--- src/rtl/rowgen_pkg.sv ---
// Shared types and sizes for the AXI-Stream row generator.
package rowgen_pkg;

    typedef enum logic [1:0] {
        IDLE = 2'd0,
        SEND = 2'd1,
        GAP  = 2'd2,
        DONE = 2'd3
    } state_e;

    localparam int LANE_WIDTH        = 32;
    localparam int ROW_BEATS_DEFAULT = 66;
    localparam int ROWS_W            = 32;  // rows_left counter width
    localparam int GAP_W             = 16;  // gap countdown width
    localparam int SEQ_W             = 32;  // accepted-beat sequence width
    localparam int BEAT_W            = 8;   // beat index within a row

endpackage

--- src/rtl/axis_rowgen_pattern.sv ---
// Combinational payload generator: lane i of the beat = seq * LANES + i (mod 2^32).
module axis_rowgen_pattern
    import rowgen_pkg::*;
#(
    parameter int DATA_WIDTH = 256
) (
    input  logic [SEQ_W-1:0]      seq_i,
    output logic [DATA_WIDTH-1:0] data_o
);

    localparam int LANES = DATA_WIDTH / LANE_WIDTH;

    // Fill every 32-bit lane with its counting-pattern value.
    always_comb begin
        data_o = '0;
        for (int i = 0; i < LANES; i++) begin
            data_o[i*LANE_WIDTH +: LANE_WIDTH] = (seq_i * LANE_WIDTH'(LANES)) + LANE_WIDTH'(i);
        end
    end

endmodule

--- src/rtl/axis_row_generator.sv ---
// Command-driven AXI-Stream source emitting rows of ROW_BEATS counting-pattern beats.
// Optional feature macro: ROWGEN_TLAST_EN adds the AXIS_TLAST output.
// Valid/ready: a beat transfers on a cycle where AXIS_TVALID and AXIS_TREADY are both
// high; once AXIS_TVALID rises it, AXIS_TDATA and AXIS_TLAST stay constant until that
// transfer, and AXIS_TVALID never falls without one (stop only acts at row boundaries).
module axis_row_generator
    import rowgen_pkg::*;
#(
    parameter int DATA_WIDTH = 256,
    parameter int ROW_BEATS  = ROW_BEATS_DEFAULT
) (
    input  logic                  clk,
    input  logic                  resetn,
    input  logic                  start,
    input  logic [ROWS_W-1:0]     row_count,
    input  logic [GAP_W-1:0]      gap_cycles,
    input  logic                  stop,
    output logic                  busy,
    output logic                  done,
    output logic [DATA_WIDTH-1:0] AXIS_TDATA,
    output logic                  AXIS_TVALID,
    input  logic                  AXIS_TREADY,
`ifdef ROWGEN_TLAST_EN
    output logic                  AXIS_TLAST,
`endif
    output state_e                dbg_state_o
);

    localparam logic [BEAT_W-1:0] LAST_BEAT = BEAT_W'(ROW_BEATS - 1);

    state_e                state_q, state_d;
    logic                  busy_q, busy_d;
    logic                  done_q, done_d;
    logic                  tvalid_q, tvalid_d;
    logic [DATA_WIDTH-1:0] tdata_q, tdata_d;
    logic [BEAT_W-1:0]     beat_idx_q, beat_idx_d;
    logic [ROWS_W-1:0]     rows_left_q, rows_left_d;
    logic [SEQ_W-1:0]      seq_q, seq_d;
    logic [GAP_W-1:0]      gap_cnt_q, gap_cnt_d;
    logic [GAP_W-1:0]      gap_len_q, gap_len_d;
    logic                  stop_pend_q, stop_pend_d;
    logic [DATA_WIDTH-1:0] pat_data;
    logic                  hs;

    // Payload for the next presented beat is derived from the next sequence value.
    axis_rowgen_pattern #(.DATA_WIDTH(DATA_WIDTH)) u_pattern (
        .seq_i  (seq_d),
        .data_o (pat_data)
    );

    assign hs = tvalid_q && AXIS_TREADY;

    // Next-state, counter and registered-output computation.
    always_comb begin
        state_d     = state_q;
        busy_d      = busy_q;
        done_d      = 1'b0;
        tvalid_d    = tvalid_q;
        beat_idx_d  = beat_idx_q;
        rows_left_d = rows_left_q;
        seq_d       = seq_q;
        gap_cnt_d   = gap_cnt_q;
        gap_len_d   = gap_len_q;
        stop_pend_d = stop_pend_q;
        case (state_q)
            IDLE: begin
                busy_d   = 1'b0;
                tvalid_d = 1'b0;
                if (start) begin
                    gap_len_d   = gap_cycles;
                    rows_left_d = row_count;
                    seq_d       = '0;
                    beat_idx_d  = '0;
                    stop_pend_d = 1'b0;
                    if (row_count == '0) begin
                        state_d = DONE;
                        done_d  = 1'b1;
                    end else begin
                        state_d  = SEND;
                        busy_d   = 1'b1;
                        tvalid_d = 1'b1;
                    end
                end
            end
            SEND: begin
                if (stop) stop_pend_d = 1'b1;
                if (hs) begin
                    seq_d = seq_q + SEQ_W'(1);
                    if (beat_idx_q == LAST_BEAT) begin
                        beat_idx_d  = '0;
                        rows_left_d = rows_left_q - ROWS_W'(1);
                        if (rows_left_q == ROWS_W'(1) || stop_pend_q || stop) begin
                            state_d  = DONE;
                            done_d   = 1'b1;
                            busy_d   = 1'b0;
                            tvalid_d = 1'b0;
                        end else if (gap_len_q != '0) begin
                            state_d   = GAP;
                            tvalid_d  = 1'b0;
                            gap_cnt_d = gap_len_q;
                        end
                    end else begin
                        beat_idx_d = beat_idx_q + BEAT_W'(1);
                    end
                end
            end
            GAP: begin
                if (stop || stop_pend_q) begin
                    stop_pend_d = 1'b1;
                    state_d     = DONE;
                    done_d      = 1'b1;
                    busy_d      = 1'b0;
                end else if (gap_cnt_q == GAP_W'(1)) begin
                    state_d   = SEND;
                    tvalid_d  = 1'b1;
                    gap_cnt_d = '0;
                end else begin
                    gap_cnt_d = gap_cnt_q - GAP_W'(1);
                end
            end
            DONE: begin
                state_d  = IDLE;
                busy_d   = 1'b0;
                tvalid_d = 1'b0;
            end
            default: state_d = IDLE;
        endcase
        tdata_d = tvalid_d ? pat_data : '0;
    end

    // State, counters and output registers; reset clears everything immediately.
    always_ff @(posedge clk or negedge resetn) begin
        if (!resetn) begin
            state_q     <= IDLE;
            busy_q      <= 1'b0;
            done_q      <= 1'b0;
            tvalid_q    <= 1'b0;
            tdata_q     <= '0;
            beat_idx_q  <= '0;
            rows_left_q <= '0;
            seq_q       <= '0;
            gap_cnt_q   <= '0;
            gap_len_q   <= '0;
            stop_pend_q <= 1'b0;
        end else begin
            state_q     <= state_d;
            busy_q      <= busy_d;
            done_q      <= done_d;
            tvalid_q    <= tvalid_d;
            tdata_q     <= tdata_d;
            beat_idx_q  <= beat_idx_d;
            rows_left_q <= rows_left_d;
            seq_q       <= seq_d;
            gap_cnt_q   <= gap_cnt_d;
            gap_len_q   <= gap_len_d;
            stop_pend_q <= stop_pend_d;
        end
    end

`ifdef ROWGEN_TLAST_EN
    logic tlast_q;
    // TLAST marks the final beat of a row and is held alongside TDATA.
    always_ff @(posedge clk or negedge resetn) begin
        if (!resetn) tlast_q <= 1'b0;
        else         tlast_q <= tvalid_d && (beat_idx_d == LAST_BEAT);
    end
    assign AXIS_TLAST = tlast_q;
`endif

    assign busy        = busy_q;
    assign done        = done_q;
    assign AXIS_TVALID = tvalid_q;
    assign AXIS_TDATA  = tdata_q;
    assign dbg_state_o = state_q;

endmodule
--- config.mk ---
export PLATFORM = sky130hd
export DESIGN_NAME = axis_row_generator
export DESIGN_NICKNAME = d
export VERILOG_FILES = /design/src/rtl/rowgen_pkg.sv /design/src/rtl/axis_rowgen_pattern.sv /design/src/rtl/axis_row_generator.sv
export SDC_FILE = /design/constraint.sdc
export NUM_CORES = 1
export LEC_CHECK = 0
export CORE_UTILIZATION = 42
export DETAILED_ROUTE_END_ITERATION = 8
export HOLD_SLACK_MARGIN = 0.06
export PLACE_DENSITY = 0.83
export SYNTH_ARGS = -nofsm -noshare
export SYNTH_HDL_FRONTEND = slang
export SYNTH_SLANG_ARGS = --single-unit
--- constraint.sdc ---
create_clock -name clk -period 2.4 [get_ports clk]
set_clock_uncertainty 0.1 [all_clocks]
set_input_delay 0.48 -clock clk [delete_from_list [all_inputs] [get_ports clk]]
set_output_delay 0.48 -clock clk [all_outputs]
set_load 0.005 [all_outputs]
==> results.md <==
* Status: finished with violations
* Failing checks: setup timing
* Post-route antenna net violation count at 0
* R2r setup slk at -40 ps
* CTS root buf: clkbuf_16
* Pwr dens at 987.6 nW/um^2
* Crit start category: register
* Starting DRT DRC Count at 556
* Max-cap viol count at 0
* FILL cells at 1745
* Clock slew seen by the registers of the worst setup and hold paths at 60 ps
* Unrepaired setup endpoints after global routing: yes
* Cell-internal power at 7296 uW
* Yosys reg bits at 136
* # IOs at 314
* # rows at 52
* Routed WL at 22740 um
* CP Capture Point: dbg_state_o[0]
* Initial antenna violation count at 0
* Sink Count at 136
* Maximum vdd drop at 0.0006000 V
* Vias at 7785
* Layout area overhead at 35.48%
* Count leader, synth: buf_4
* Core area at 20430 sq um
* EDFF count, synth at 0
* DR WL/cell at 15.72 um
* Worst-path maximum fanout at 3
* RR Startpoint: rows_left_q[21]
* Total Power at 11810 uW
* Number of slew-limit violations in the final report at 0
* DP HPWL at 16490 um
* Vias in the first global route at 7215
* Setup crit end kind: register
* Clock buffer depth at 2
* Leakage at 0.004871 uW
* Sequential share of the synthesized area at 38.55%
* Die width at 147.0 um
* Worst hold path type: primary input to async pin
* Yosys top cell by area: dfrtp_1
* Fmax at 0.4104 GHz
* Synth unique cells at 64
* P_sw at 4515 uW
* Total GRT Usage at 20.83%
* # DRC at 0
* Mapped Area at 8827 sq um
* Final Cycle Share at 101.5%
* Ys async rst share at 100.0%
* Final setup viols at 1
* Cells after synthesis at 998
* Antenna diodes at 0
* Worst setup path start: rows_left_q[21]
* Sequential share of power at 30.1%
* Mean Syn Cell Area at 8.845 sq um
* Number of CTS-inserted buffers at 17
* Vias/cell at 5.380
* Starting Density at 43.21%
* Final nets at 1230
* Worst endpoint required time at 2600 ps
* Worst setup margin at -36.40 ps
* Clk Latency, worst-skew pair at 420 ps
* Synth top cells by count: 227 x buf_4, 136 x dfrtp_1, 75 x o21ai_0, 61 x a21oi_1, 56 x nand2_1
* GP Congestion at 0.8986
* First-pass GRT wire length at 36250 um
* Worst Reg2Reg Path Length in Cells at 7
* Port Buf Inserts at 301
* Pre-CTS setup slack at -287.2 ps
* Layout cell share with drive strength beyond 1 at 15.29%
* Hold Fails Final Rpt at 0
* YS warnings at 0
* Top post-synthesis cells by area: dfrtp_1 39%, buf_4 19%, o21ai_0 4.3%
* Synth top area share at 38.55%
* Die height at 147.0 um
* DRT Pass-1 Iters at 5
* H-tree depth at 4
* Grt total ovfl at 0
* Die ar. at 21600 sq um
* Part of the power in the clock network at 23.2%
* Slew @ Worst Pin at 548.6 ps
* Setup CP Type: register to register
* WHS at 395.5 ps
* Gate power share at 46.7%
* Sw Ratio at 38.23%
* Final min period at 2436 ps
* Worst Path Arrival at 2630 ps
* Reg2Reg Capture Point: dbg_state_o[0]
* Rel. slew slack at 62.95%
* Main flop type after synthesis: dfrtp_1
* Largest net degree at the start of global routing at 48
* CTS tree: done
## power by group through the flow
stage               Clock, uW  Combinational, uW  Sequential [uW]
global placement            0               5060             3510
CTS                      2790               5310             3530
global route             2900               6030             3630
finish                   2740               5510             3560
floorplan                   0               3230             3490
detailed placement          0               5230             3550
## cell usage in the layout, fill, tap and decap left out, types with 15 or more instances in the layout
cell type / instances
clkdlybuf4s50_1: 300
mux2_2: 15
a21oi_1: 61
nor2b_1: 29
nand3_1: 36
dfrtp_1: 135
nor2_1: 49
buf_4: 96
o22ai_1: 31
clkbuf_16: 18
nand2_1: 56
nor4_1: 28
o21ai_0: 73
inv_1: 18
nor3_1: 21
## worst min-delay path by stage
stage	start	endpoint	slack (ps)	cells past startpoint
2_1_floorplan	resetn	AXIS_TDATA[223]	80	0
3_3_place_gp	resetn	rows_left_q[15]	290	1
3_5_place_dp	resetn	rows_left_q[15]	290	1
4_1_cts	resetn	rows_left_q[15]	390	2
5_1_grt	resetn	rows_left_q[15]	420	2
6_report	resetn	rows_left_q[15]	400	2
## layout make-up
cell class / instances / area, sq um / area share, %
Clock inverter: 10 / 142.6 / 1.193
Timing Repair Buffer: 409 / 3953 / 33.05
Sequential cell: 136 / 3405 / 28.47
Tap cell: 270 / 337.8 / 2.825
Multi-Input combinational cell: 580 / 3562 / 29.79
Clock buffer: 21 / 480.5 / 4.018
Inverter: 21 / 78.83 / 0.6591
## routing by layer
| layer | share of wire [%] | GRT usage (%) | wire length, um |
|---|---|---|---|
| met5 | 0 | 0 | 0 |
| met2 | 51 | 36.99 | 11660 |
| met3 | 7.1 | 5.093 | 1618 |
| met4 | 1.8 | 6.856 | 399 |
| met1 | 40 | 24.58 | 9059 |
## logic make-up (layout without fill, tap and decap cells)
kind of cell / after synthesis / in the layout / share of synthesized area, %
other: 1 / 12 / 0.04248
AOI/OAI and AO/OA: 232 / 232 / 15.72
buffers and inverters: 293 / 461 / 22.27
and+or+nand+nor: 293 / 293 / 18.10
DFF: 136 / 136 / 38.55
muxes: 23 / 23 / 2.821
adders and majority gates: 12 / 12 / 1.701
xor gates and xnor gates: 8 / 8 / 0.7938
## what timing repair did
| action | in CTS | in global routing |
|---|---|---|
| setup buffers | 1 | 2 |
| endpoints found under the setup margin | 11 | 62 |
| resized for setup | 5 | 11 |
| pin swaps | 1 | 2 |
| hold buffers | 1 | 0 |
| cloned | 0 | 1 |
| endpoints found under the hold margin | 28 | 0 |
## critical path: stages (launching register included)
cell,delay (ps)
dfrtp_1,400
or4_4,560
nor4b_4,250
buf_4,160
nand3_1,110
nor4b_4,170
o41a_1,380
o22a_1,190
## through the flow
step	TNS (ps)	util, %	instance area [sq um]	instances
final	-36.40	58.54	11960	1447
after global placement	-11270	54.89	11210	1411
after global routing	-1312	58.54	11960	1447
after detailed placement	-9446	54.89	11210	1411
after CTS	-11.85	58.13	11880	1444
after floorplan	0	-	8871	1009
## registers in the layout, indices dropped and copies added (netlist names)
signal	cells
AXIS_TDATA	30
done	1
seq_q	29
dbg_state_o	2
rows_left_q	32
stop_pend_q	1
gap_cnt_q	16
busy	1
beat_idx_q	8
gap_len_q	16
Power figures use the tool's default switching activity.
